--- config.mk ---
export PLATFORM = sky130hd
export DESIGN_NAME = wbuf_pingpong_flat
export DESIGN_NICKNAME = d
export VERILOG_FILES = /design/src/rtl/wbuf_pingpong_if.sv /design/src/rtl/wbuf_pingpong.sv /design/src/flat_wrapper.sv
export SDC_FILE = /design/constraint.sdc
export NUM_CORES = 1
export LEC_CHECK = 0
export ABC_AREA = 1
export CELL_PAD_IN_SITES_DETAIL_PLACEMENT = 2
export CELL_PAD_IN_SITES_GLOBAL_PLACEMENT = 2
export CORE_ASPECT_RATIO = 1.1
export CORE_MARGIN = 1
export CORE_UTILIZATION = 38
export CTS_BUF_LIST = sky130_fd_sc_hd__clkbuf_16
export DETAILED_ROUTE_END_ITERATION = 6
export PLACE_DENSITY_LB_ADDON = 0.1
export SETUP_SLACK_MARGIN = 0.05
export SLEW_MARGIN = 15
export SYNTH_ARGS = -nofsm -noshare
export SYNTH_HDL_FRONTEND = slang
export SYNTH_SLANG_ARGS = --single-unit
--- constraint.sdc ---
create_clock -name clk -period 3.51 [get_ports clk]
set_input_delay 0.702 -clock clk [delete_from_list [all_inputs] [get_ports clk]]
set_output_delay 0.702 -clock clk [all_outputs]
set_load 0.03 [all_outputs]
--- src/rtl/wbuf_pingpong_if.sv ---
// wbuf_pingpong_if
//   Fill/drain bus of the ping-pong weight buffer.
//   Ports (slave = buffer side):
//     wr_en, wr_data, wr_last  -> write one word, mark end of tile
//     wr_ready                 <- fill bank can take a word
//     rd_start, rd_hold        -> start draining oldest full bank, stall stream
//     rd_valid, rd_data, rd_last <- registered read stream
//     full_cnt                 <- banks holding a closed tile (0..2)
//     rd_reuse                 -> keep drained tile (only with WBUF_REUSE_EN)
//   Macro: WBUF_REUSE_EN adds rd_reuse.
interface wbuf_pingpong_if #(
  parameter int DATA_W = 32
);
  logic              wr_en;
  logic [DATA_W-1:0] wr_data;
  logic              wr_last;
  logic              wr_ready;
  logic              rd_start;
  logic              rd_hold;
  logic              rd_valid;
  logic [DATA_W-1:0] rd_data;
  logic              rd_last;
  logic [1:0]        full_cnt;
`ifdef WBUF_REUSE_EN
  logic              rd_reuse;
`endif

  modport master (
    output wr_en, wr_data, wr_last, rd_start, rd_hold,
    input  wr_ready, rd_valid, rd_data, rd_last, full_cnt
`ifdef WBUF_REUSE_EN
    , output rd_reuse
`endif
  );

  modport slave (
    input  wr_en, wr_data, wr_last, rd_start, rd_hold,
    output wr_ready, rd_valid, rd_data, rd_last, full_cnt
`ifdef WBUF_REUSE_EN
    , input rd_reuse
`endif
  );
endinterface

--- src/rtl/wbuf_pingpong.sv ---
// wbuf_pingpong
//   Double-buffered weight buffer: the loader fills one bank while the PE
//   array drains the other. Tiles drain in the order they were filled.
//   Ports:
//     clk   system clock, rising edge
//     nRST  asynchronous active-low reset
//     bus   wbuf_pingpong_if.slave (write side, read stream, full_cnt)
//   Macro: WBUF_REUSE_EN -- when defined, rd_reuse=1 at the final retirement
//   returns the bank to FULL so the same tile can be streamed again.
//
//   Read FSM:
//     state     | meaning
//     RD_IDLE   | no stream; waiting for rd_start with drain bank FULL
//     RD_STREAM | drain bank presented one word per cycle on rd_data
module wbuf_pingpong #(
  parameter int ARRAY_SIZE = 4,
  parameter int DATA_W     = 32,
  parameter int DEPTH      = ARRAY_SIZE * ARRAY_SIZE,
  parameter int LEN_W      = $clog2(DEPTH + 1)
) (
  input logic            clk,
  input logic            nRST,
  wbuf_pingpong_if.slave bus
);
  localparam int PTR_W = $clog2(DEPTH);

  typedef enum logic [1:0] {B_EMPTY, B_FILLING, B_FULL, B_DRAINING} bank_st_e;
  typedef enum logic {RD_IDLE, RD_STREAM} rd_st_e;

  bank_st_e          bank_q [2];
  bank_st_e          bank_d [2];
  logic [LEN_W-1:0]  len_q  [2];
  logic [LEN_W-1:0]  len_d  [2];
  logic              fill_sel_q, fill_sel_d;
  logic              drain_sel_q, drain_sel_d;
  logic [PTR_W-1:0]  wptr_q, wptr_d;
  logic [PTR_W-1:0]  rptr_q, rptr_d;
  rd_st_e            rd_st_q, rd_st_d;
  logic [DATA_W-1:0] rd_data_q, rd_data_d;
  logic              rd_valid_q, rd_valid_d;
  logic              rd_last_q, rd_last_d;
  logic [DATA_W-1:0] mem_q [2][DEPTH];

  logic       wr_ready_w;
  logic       wr_fire;
  logic       wr_close;
  logic       reuse_w;
  logic [1:0] full_cnt_w;

`ifdef WBUF_REUSE_EN
  assign reuse_w = bus.rd_reuse;
`else
  assign reuse_w = 1'b0;
`endif

  assign wr_ready_w = (bank_q[fill_sel_q] == B_EMPTY) || (bank_q[fill_sel_q] == B_FILLING);
  assign wr_fire    = bus.wr_en && wr_ready_w;
  // Implicit close when the bank's last slot is written.
  assign wr_close   = wr_fire && (bus.wr_last || (wptr_q == PTR_W'(DEPTH - 1)));

  always_comb begin
    full_cnt_w = 2'd0;
    for (int b = 0; b < 2; b++) begin
      if ((bank_q[b] == B_FULL) || (bank_q[b] == B_DRAINING)) begin
        full_cnt_w = full_cnt_w + 2'd1;
      end
    end
  end

  // Fill and drain always address different banks, so their updates to
  // bank_d/len_d never collide and both apply in the same cycle.
  always_comb begin
    bank_d      = bank_q;
    len_d       = len_q;
    fill_sel_d  = fill_sel_q;
    drain_sel_d = drain_sel_q;
    wptr_d      = wptr_q;
    rptr_d      = rptr_q;
    rd_st_d     = rd_st_q;
    rd_data_d   = rd_data_q;
    rd_valid_d  = rd_valid_q;
    rd_last_d   = rd_last_q;

    if (wr_fire) begin
      if (wr_close) begin
        bank_d[fill_sel_q] = B_FULL;
        len_d[fill_sel_q]  = LEN_W'(wptr_q) + LEN_W'(1);
        fill_sel_d         = ~fill_sel_q;
        wptr_d             = '0;
      end else begin
        bank_d[fill_sel_q] = B_FILLING;
        wptr_d             = wptr_q + PTR_W'(1);
      end
    end

    if (rd_st_q == RD_IDLE) begin
      if (bus.rd_start && (bank_q[drain_sel_q] == B_FULL)) begin
        bank_d[drain_sel_q] = B_DRAINING;
        rptr_d              = '0;
        rd_st_d             = RD_STREAM;
      end
    end else begin
      if (!rd_valid_q) begin
        // First stream cycle: load word 0 into the output register.
        rd_data_d  = mem_q[drain_sel_q][rptr_q];
        rd_valid_d = 1'b1;
        rd_last_d  = (len_q[drain_sel_q] == LEN_W'(1));
      end else if (!bus.rd_hold) begin
        if (rd_last_q) begin
          bank_d[drain_sel_q] = reuse_w ? B_FULL : B_EMPTY;
          drain_sel_d         = reuse_w ? drain_sel_q : ~drain_sel_q;
          rptr_d              = '0;
          rd_st_d             = RD_IDLE;
          rd_valid_d          = 1'b0;
          rd_last_d           = 1'b0;
        end else begin
          rptr_d    = rptr_q + PTR_W'(1);
          rd_data_d = mem_q[drain_sel_q][rptr_q + PTR_W'(1)];
          rd_last_d = ((LEN_W'(rptr_q) + LEN_W'(2)) == len_q[drain_sel_q]);
        end
      end
    end
  end

  always_ff @(posedge clk or negedge nRST) begin
    if (!nRST) begin
      for (int b = 0; b < 2; b++) begin
        bank_q[b] <= B_EMPTY;
        len_q[b]  <= '0;
      end
      fill_sel_q  <= 1'b0;
      drain_sel_q <= 1'b0;
      wptr_q      <= '0;
      rptr_q      <= '0;
      rd_st_q     <= RD_IDLE;
      rd_data_q   <= '0;
      rd_valid_q  <= 1'b0;
      rd_last_q   <= 1'b0;
    end else begin
      bank_q      <= bank_d;
      len_q       <= len_d;
      fill_sel_q  <= fill_sel_d;
      drain_sel_q <= drain_sel_d;
      wptr_q      <= wptr_d;
      rptr_q      <= rptr_d;
      rd_st_q     <= rd_st_d;
      rd_data_q   <= rd_data_d;
      rd_valid_q  <= rd_valid_d;
      rd_last_q   <= rd_last_d;
    end
  end

  // Weight storage is not reset.
  always_ff @(posedge clk) begin
    if (wr_fire) begin
      mem_q[fill_sel_q][wptr_q] <= bus.wr_data;
    end
  end

  assign bus.wr_ready = wr_ready_w;
  assign bus.rd_valid = rd_valid_q;
  assign bus.rd_data  = rd_data_q;
  assign bus.rd_last  = rd_last_q;
  assign bus.full_cnt = full_cnt_w;
endmodule
--- src/flat_wrapper.sv ---
// flat-port wrapper written by rule: the top's interface ports become plain ports
module wbuf_pingpong_flat 
#(
  parameter int ARRAY_SIZE = 4,
  parameter int DATA_W     = 32,
  parameter int DEPTH      = ARRAY_SIZE * ARRAY_SIZE,
  parameter int LEN_W      = $clog2(DEPTH + 1)
)
  (clk, nRST, bus_wr_en, bus_wr_data, bus_wr_last, bus_rd_start, bus_rd_hold, bus_wr_ready, bus_rd_valid, bus_rd_data, bus_rd_last, bus_full_cnt);
  wbuf_pingpong_if #(.DATA_W(DATA_W)) bus_i ();
  input logic clk;
  input logic nRST;
  input wire logic [$bits(bus_i.wr_en)-1:0] bus_wr_en;
  input wire logic [$bits(bus_i.wr_data)-1:0] bus_wr_data;
  input wire logic [$bits(bus_i.wr_last)-1:0] bus_wr_last;
  input wire logic [$bits(bus_i.rd_start)-1:0] bus_rd_start;
  input wire logic [$bits(bus_i.rd_hold)-1:0] bus_rd_hold;
  output wire logic [$bits(bus_i.wr_ready)-1:0] bus_wr_ready;
  output wire logic [$bits(bus_i.rd_valid)-1:0] bus_rd_valid;
  output wire logic [$bits(bus_i.rd_data)-1:0] bus_rd_data;
  output wire logic [$bits(bus_i.rd_last)-1:0] bus_rd_last;
  output wire logic [$bits(bus_i.full_cnt)-1:0] bus_full_cnt;
  assign bus_i.wr_en = bus_wr_en;
  assign bus_i.wr_data = bus_wr_data;
  assign bus_i.wr_last = bus_wr_last;
  assign bus_i.rd_start = bus_rd_start;
  assign bus_i.rd_hold = bus_rd_hold;
  assign bus_wr_ready = bus_i.wr_ready;
  assign bus_rd_valid = bus_i.rd_valid;
  assign bus_rd_data = bus_i.rd_data;
  assign bus_rd_last = bus_i.rd_last;
  assign bus_full_cnt = bus_i.full_cnt;
  wbuf_pingpong #(.ARRAY_SIZE(ARRAY_SIZE), .DATA_W(DATA_W), .DEPTH(DEPTH), .LEN_W(LEN_W)) u_core (.clk(clk), .nRST(nRST), .bus(bus_i));
endmodule
==> metrics.md, run 1 <==
| Metric | Value |
|---|---|
| Synth warn | 0 |
| Largest net degree at the start of global routing | 154 |
| Global Route Usage Sum | 30.0% |
| # clock sinks | 1083 |
| Yosys cell types | 24 |
| Final clock skew | 0.0222 ns |
| FFs w/ async S/R, synth | 5.45% |
| CP Max Fanout | 28 |
| Final Hold Fails | 0 |
| Cells after synthesis | 4786 |
| Die Y-Extent | 379 um |
| Max frequency | 342 MHz |
| CTS clock-pin slew for the worst setup and hold paths | 0.06 ns |
| Seq cells post-synth | 1083 |
| Total leakage power | 20.8 nW |
| Vias per cell | 5.95 |
| Starting Density | 38.3% |
| Actual slew at the worst max-slew pin | 0.946 ns |
| Average size of a mapped cell | 10.3 um2 |
| # diodes | 0 |
| Wirelength per Cell | 29.5 um |
| Hold path start | u_core.rd_st_q$_DFF_PN0_ |
| RSZ-0062 raised after global routing | false |
| R2r endpoint | u_core.bus.rd_data[22]$_DFFE_PN0P_ |
| Worst r2r path cells | 10 |
| Post-synthesis cell area | 0.0491 mm2 |
| Critical Path RT | 4.21 ns |
| Peak VDD IR | 738 uV |
| DR DRC count | 0 |
| Slew Limit Fails | 0 |
| Final instance area | 0.0567 mm2 |
| Worst Setup End Kind | flop |
| Hold-critical path depth | 1 |
| IO Count | 75 |
| WHS Endpoint | u_core.bus.rd_valid$_DFFE_PN0P_ |
| Iteration-0 DRC Markers | 2861 |
| Bufs on Longest Clock Path | 3 |
| Status | finished clean |
| First-pass GRT wire length | 286000 um |
| Dpl hpwl | 117000 um |
| Gpl congestion | 0.793 |
| CP Class | flop to flop |
| Post-CTS sizing | 0 |
| Die width | 345 um |
| Post-synth EDFFs | 1024 |
| Clk_lat worst skew | 0.78 ns |
| HP Class | flop to flop |
| # H-tree levels | 4 |
| First-pass DRT Iterations | 6 |
| Startpoint types | flop |
| Port Buffers | 74 |
| Syn nets | 4831 |
| Vias in the first global route | 42952 |
| Total CTS buffers | 131 |
| Worst r2r src | u_core.rptr_q[1]$_DFFE_PN0P_ |
| TritonCTS clock tree | yes |
| Max Cap Viol | 0 |
| R2r setup slk | 0.58 ns |
| Final setup vio count | 0 |
| Die ar. | 0.131 mm2 |
| Placed Instance Area | 0.0527 mm2 |
| Fin nets | 4886 |
| Post-route antenna net violation count | 0 |
| Cell Rows | 138 |
| Slew HR | 36.9% |
| Wirelength, routed | 196000 um |
| Seq/Total Area, Yosys | 65.6% |
| Period minus WS final | 2.93 ns |
| Root Buffer | clkbuf_16 |
| Initial antenna violation count | 0 |
| Worst EP arrival | 3.62 ns |
| Finished Core Util | 44.1% |
| Post-synth top flop | edfxtp_1 |
| Pwr per Cell Area | 884 mW/mm2 |
| CORE AREA | 0.128 mm2 |
| Area Growth Syn to Fin | 15.3% |
| Final worst path period share | 83.4% |
| Share of layout cells above drive strength 1 | 8.49% |
| Global route overflow | 0 |
| DR vias | 39438 |
[placed cells by master, fill, tap and decap left out, types with 3 or more instances in the layout]
cell / instances
nand3_1: 1896
nand2_1: 1274
edfxtp_1: 1024
buf_4: 134
clkbuf_16: 133
clkdlybuf4s50_1: 64
inv_1: 58
buf_12: 54
dfrtp_1: 54
nor2_1: 40
a21oi_1: 35
clkinv_1: 32
o21ai_0: 20
clkinv_2: 14
nor3_2: 12
nor3_4: 12
inv_6: 12
buf_2: 9
nor2_4: 8
inv_2: 7
o22ai_1: 6
ha_1: 6
bufinv_16: 6
dfrtp_4: 5
o21ai_1: 4
nor3_1: 4
inv_8: 3
xor2_1: 3
[how the worst max path moves through the flow]
stage | from | to | slack [ns] | cells past startpoint
floorplan | u_core.bank_q[3]$_DFF_PN0_ | u_core.mem_q[0][128]$_DFFE_PP_ | -0.64 | 6
global placement | bus_wr_en | u_core.mem_q[0][167]$_DFFE_PP_ | 0.49 | 6
detailed placement | bus_wr_en | u_core.mem_q[0][167]$_DFFE_PP_ | 0.44 | 6
CTS | u_core.bus.rd_valid$_DFFE_PN0P_ | bus_rd_valid | 0.51 | 1
global route | u_core.rptr_q[1]$_DFFE_PN0P_ | u_core.bus.rd_data[27]$_DFFE_PN0P_ | 0.56 | 9
finish | u_core.rptr_q[1]$_DFFE_PN0P_ | u_core.bus.rd_data[22]$_DFFE_PN0P_ | 0.58 | 10
[cell usage after synthesis, types with 3 or more instances]
library cell / instances / area, um2
xnor2_1: 3 / 26.3
o22ai_1: 6 / 37.5
buf_1: 26 / 97.6
inv_2: 6 / 22.5
buf_2: 210 / 1050
edfxtp_1: 1024 / 30700
nor2_1: 48 / 180
buf_4: 41 / 308
inv_1: 24 / 90.1
nand2_1: 1276 / 4790
xor2_1: 3 / 26.3
dfrtp_1: 59 / 1480
clkbuf_1: 63 / 236
o21ai_0: 20 / 100
o21ai_1: 4 / 20.0
nand3_1: 1896 / 9490
a21oi_1: 35 / 175
ha_1: 7 / 87.6
nor3_1: 28 / 140
[where the power goes]
group          internal (mW)  switching [mW]
clock network           7.31            5.59
registers               14.7           0.700
logic                   6.13            15.6
[routing by layer]
layer | global-route usage [%] | vias up | wire length, um
met4 | 12.8 | 0 | 8130
met1 | 37.9 | 20715 | 82400
li1 | - | 17359 | -
met2 | 51.9 | 1011 | 97600
met3 | 3.24 | 353 | 7370
met5 | 0 | - | 0
[stage by stage]
step | worst slack (ns) | cells | hold slack, ns | TNS [ns] | total power [mW]
floorplan | -0.637 | 4786 | 0.406 | -244.49 | 28.5
global placement | 0.495 | 6387 | 0.471 | 0 | 36.7
detailed placement | 0.440 | 6387 | 0.488 | 0 | 37.3
CTS | 0.506 | 6626 | 0.490 | 0 | 50.4
global route | 0.556 | 6626 | 0.525 | 0 | 52.5
finish | 0.584 | 6626 | 0.495 | 0 | 50.1
[state kept, by name, indices dropped and copies added (netlist names)]
register	count
u_core.len_q	10
u_core.rptr_q	4
u_core.fill_sel_q	1
u_core.bus.rd_data	32
u_core.drain_sel_q	1
u_core.bank_q	4
u_core.bus.rd_valid	1
u_core.wptr_q	4
u_core.bus.rd_last	1
u_core.rd_st_q	1
u_core.mem_q	1024
[kinds of logic after synthesis]
group	after synthesis	share of synthesized area [%]
AO/OA/AOI/OAI	69	0.743
AND/OR/NAND/NOR	3249	29.7
adder cells (fa/ha/maj)	7	0.178
XOR/XNOR	6	0.107
buffers and inverters	372	3.69
flip-flops	1083	65.6
[area by class of cell]
cell class                      instances  area [um2]
Tap cell                             1680        2100
Multi-Input combinational cell       3331       15400
Inverter                               32         151
Clock buffer                          133        3330
Clock inverter                        105         656
Sequential cell                      1083       32200
Timing Repair Buffer                  262        2780
Fill cell                           13362       71800
[critical path: stages (launching register included)]
cell,delay [ns]
dfrtp_4,0.71
ha_1,0.33
xnor2_1,0.16
nand2_1,0.13
o21ai_4,0.08
inv_2,0.30
buf_4,0.54
nand3_1,0.27
nand3_1,0.13
nand3_1,0.08
nand2_1,0.11
[timing repair]
action / 4_1_cts / 5_1_grt
setup buffers: 0 / 0
hold endpoints to repair: 19 / 0
setup endpoints to repair: 0 / 0
hold buffers: 1 / 0
Note: power is estimated with default switching activity, not from simulation.
==> run 2, diff against run 1 <==
--- a/config.mk
+++ b/config.mk
@@ -10,7 +10,7 @@
 export CELL_PAD_IN_SITES_GLOBAL_PLACEMENT = 2
 export CORE_ASPECT_RATIO = 1.1
 export CORE_MARGIN = 1
-export CORE_UTILIZATION = 38
+export CORE_UTILIZATION = 42
 export CTS_BUF_LIST = sky130_fd_sc_hd__clkbuf_16
 export DETAILED_ROUTE_END_ITERATION = 6
 export PLACE_DENSITY_LB_ADDON = 0.1
==> constraint.sdc (replaced) <==
create_clock -name clk -period 3 [get_ports clk]
set_input_delay 0.6 -clock clk [delete_from_list [all_inputs] [get_ports clk]]
set_output_delay 0.6 -clock clk [all_outputs]
set_load 0.03 [all_outputs]
==> metrics.md, run 2 (synthesis results as in run 1) <==
| Metric | Value |
|---|---|
| Status | finished with violations |
| Violated checks | design-rule violations |
| Vias in the first global route | 44012 |
| Iteration-0 DRC Markers | 3533 |
| Wirelength, routed | 199000 um |
| Fin Hold WS | 0.447 ns |
| Port Buffers | 74 |
| Post-CTS sizing | 0 |
| DP Worst Slack | 0.187 ns |
| R2r setup slk | 0.37 ns |
| Most common cell after layout, fill and taps aside | nand3_1 |
| DR DRC count | 8 |
| Wirelength per Cell | 30.8 um |
| Area Growth Syn to Fin | 15.3% |
| Placed Instance Area | 0.0529 mm2 |
| Root Buffer | clkbuf_16 |
| Max frequency | 365 MHz |
| Final clock skew | 0.0306 ns |
| First-pass DRT Iterations | 7 |
| HP Class | primary input to asynchronous set/reset pin |
| Pwr per Cell Area | 1030 mW/mm2 |
| Initial antenna violation count | 0 |
| Gpl congestion | 0.813 |
| First-pass GRT wire length | 292000 um |
| Final Hold Fails | 0 |
| Cell Rows | 131 |
| Post-CTS repair timing setup buffer count | 0 |
| Startpoint types | flop |
| Final instance area | 0.0567 mm2 |
| Max Cap Viol | 0 |
| Cells after DPL | 6233 |
| Fillers | 11739 |
| Vias per cell | 6.22 |
| Post-CTS Hold Buffers | 1 |
| Worst setup margin | 0.259 ns |
| DR vias | 40138 |
| Period minus WS final | 2.74 ns |
| Share of layout cells above drive strength 1 | 8.44% |
| Total CTS buffers | 117 |
| Starting Density | 42.4% |
| TNS Setup | 0 ns |
| Die Y-Extent | 361 um |
| Critical Path RT | 2.40 ns |
| Worst Setup End Kind | output port |
| Commonest cells after routing, fill and taps aside | nand3_1 (1896), nand2_1 (1274), edfxtp_1 (1024) |
| # clock sinks | 1083 |
| Bufs on Longest Clock Path | 3 |
| Total leakage power | 20.7 nW |
| Final worst path period share | 91.4% |
| Finished Core Util | 48.8% |
| Clk_lat worst skew | 0.75 ns |
| CP Max Fanout | 5 |
| Global Route Usage Sum | 33.4% |
| Largest net degree at the start of global routing | 141 |
| CTS clock-pin slew for the worst setup and hold paths | 0.07 ns |
| RSZ-0062 raised after global routing | false |
| Slew HR | 37.3% |
| Max reg flops | 1024 |
| Final setup vio count | 0 |
| CP Class | flop to output port |
| Dpl hpwl | 117000 um |
| Worst r2r src | u_core.rptr_q[1]$_DFFE_PN0P_ |
| Peak VDD IR | 872 uV |
| CORE AREA | 0.116 mm2 |
| Cell Count, Final, Fillers Out | 6448 |
| Worst setup path start | u_core.bank_q[3]$_DFF_PN0_ |
| Actual slew at the worst max-slew pin | 0.939 ns |
| Power consumption | 58.5 mW |
| Worst EP arrival | 2.14 ns |
| IO Count | 75 |
| Die width | 328 um |
| TritonCTS clock tree | yes |
| # H-tree levels | 3 |
| Global route overflow | 0 |
| Die ar. | 0.118 mm2 |
| Post-route antenna net violation count | 0 |
| Fin nets | 4869 |
| Slew Limit Fails | 0 |
| Top reg by flops | u_core.mem_q |
run 2: cell types whose count changed in the layout (fill, tap and decap cells not counted), moves of 2 or more:
cell / before / now
clkinvlp_4: 2 / 4
nor3_2: 12 / 0
bufinv_16: 6 / 14
clkdlybuf4s50_1: 64 / 69
nor3_4: 12 / 24
buf_2: 9 / 4
clkinv_2: 14 / 24
clkbuf_16: 133 / 118
clkinv_4: 0 / 3
inv_1: 58 / 38
inv_6: 12 / 6
buf_4: 134 / 105
clkinv_1: 32 / 25
buf_12: 54 / 80
run 2: final cells by class:
class                           instances  area, um2  area share (%)
Tap cell                             1529       1910            3.38
Clock inverter                         95        822            1.45
Clock buffer                          118       2950            5.21
Sequential cell                      1083      32200            56.9
Inverter                               32        150           0.265
Timing Repair Buffer                  259       3110            5.49
Multi-Input combinational cell       3331      15500            27.3
Antenna cell                            1       2.50         0.00442
run 2: worst max-delay path, cell delays in order, from the launching register on:
cell,delay (ns)
dfrtp_1,0.45
ha_1,0.31
clkdlybuf4s50_1,0.66
run 2: path summary, 6_finish.rpt:
kind / end / cells past startpoint
worst max-delay path: bus_full_cnt[0] / 2
worst min-delay path: u_core.bus.rd_data[21]$_DFFE_PN0P_ / 2
worst max register to register: u_core.bus.rd_data[30]$_DFFE_PN0P_ / 9
worst min register to register: u_core.bus.rd_data[31]$_DFFE_PN0P_ / 2
max in group asynchronous: u_core.bus.rd_data[0]$_DFFE_PN0P_ / 3
min in group clk: u_core.mem_q[1][118]$_DFFE_PP_ / 1
run 2: layer usage:
layer | wire [um] | GRT usage [%]
met1 | 78700 | 41.6
met2 | 100000 | 57.9
met3 | 10600 | 3.90
met4 | 9120 | 15.7
met5 | 0 | 0
run 2: power by group:
group	switching [mW]	leakage [nW]	internal, mW
logic	18.8	8.87	7.24
registers	0.571	9.93	17.2
clock network	6.37	1.93	8.30
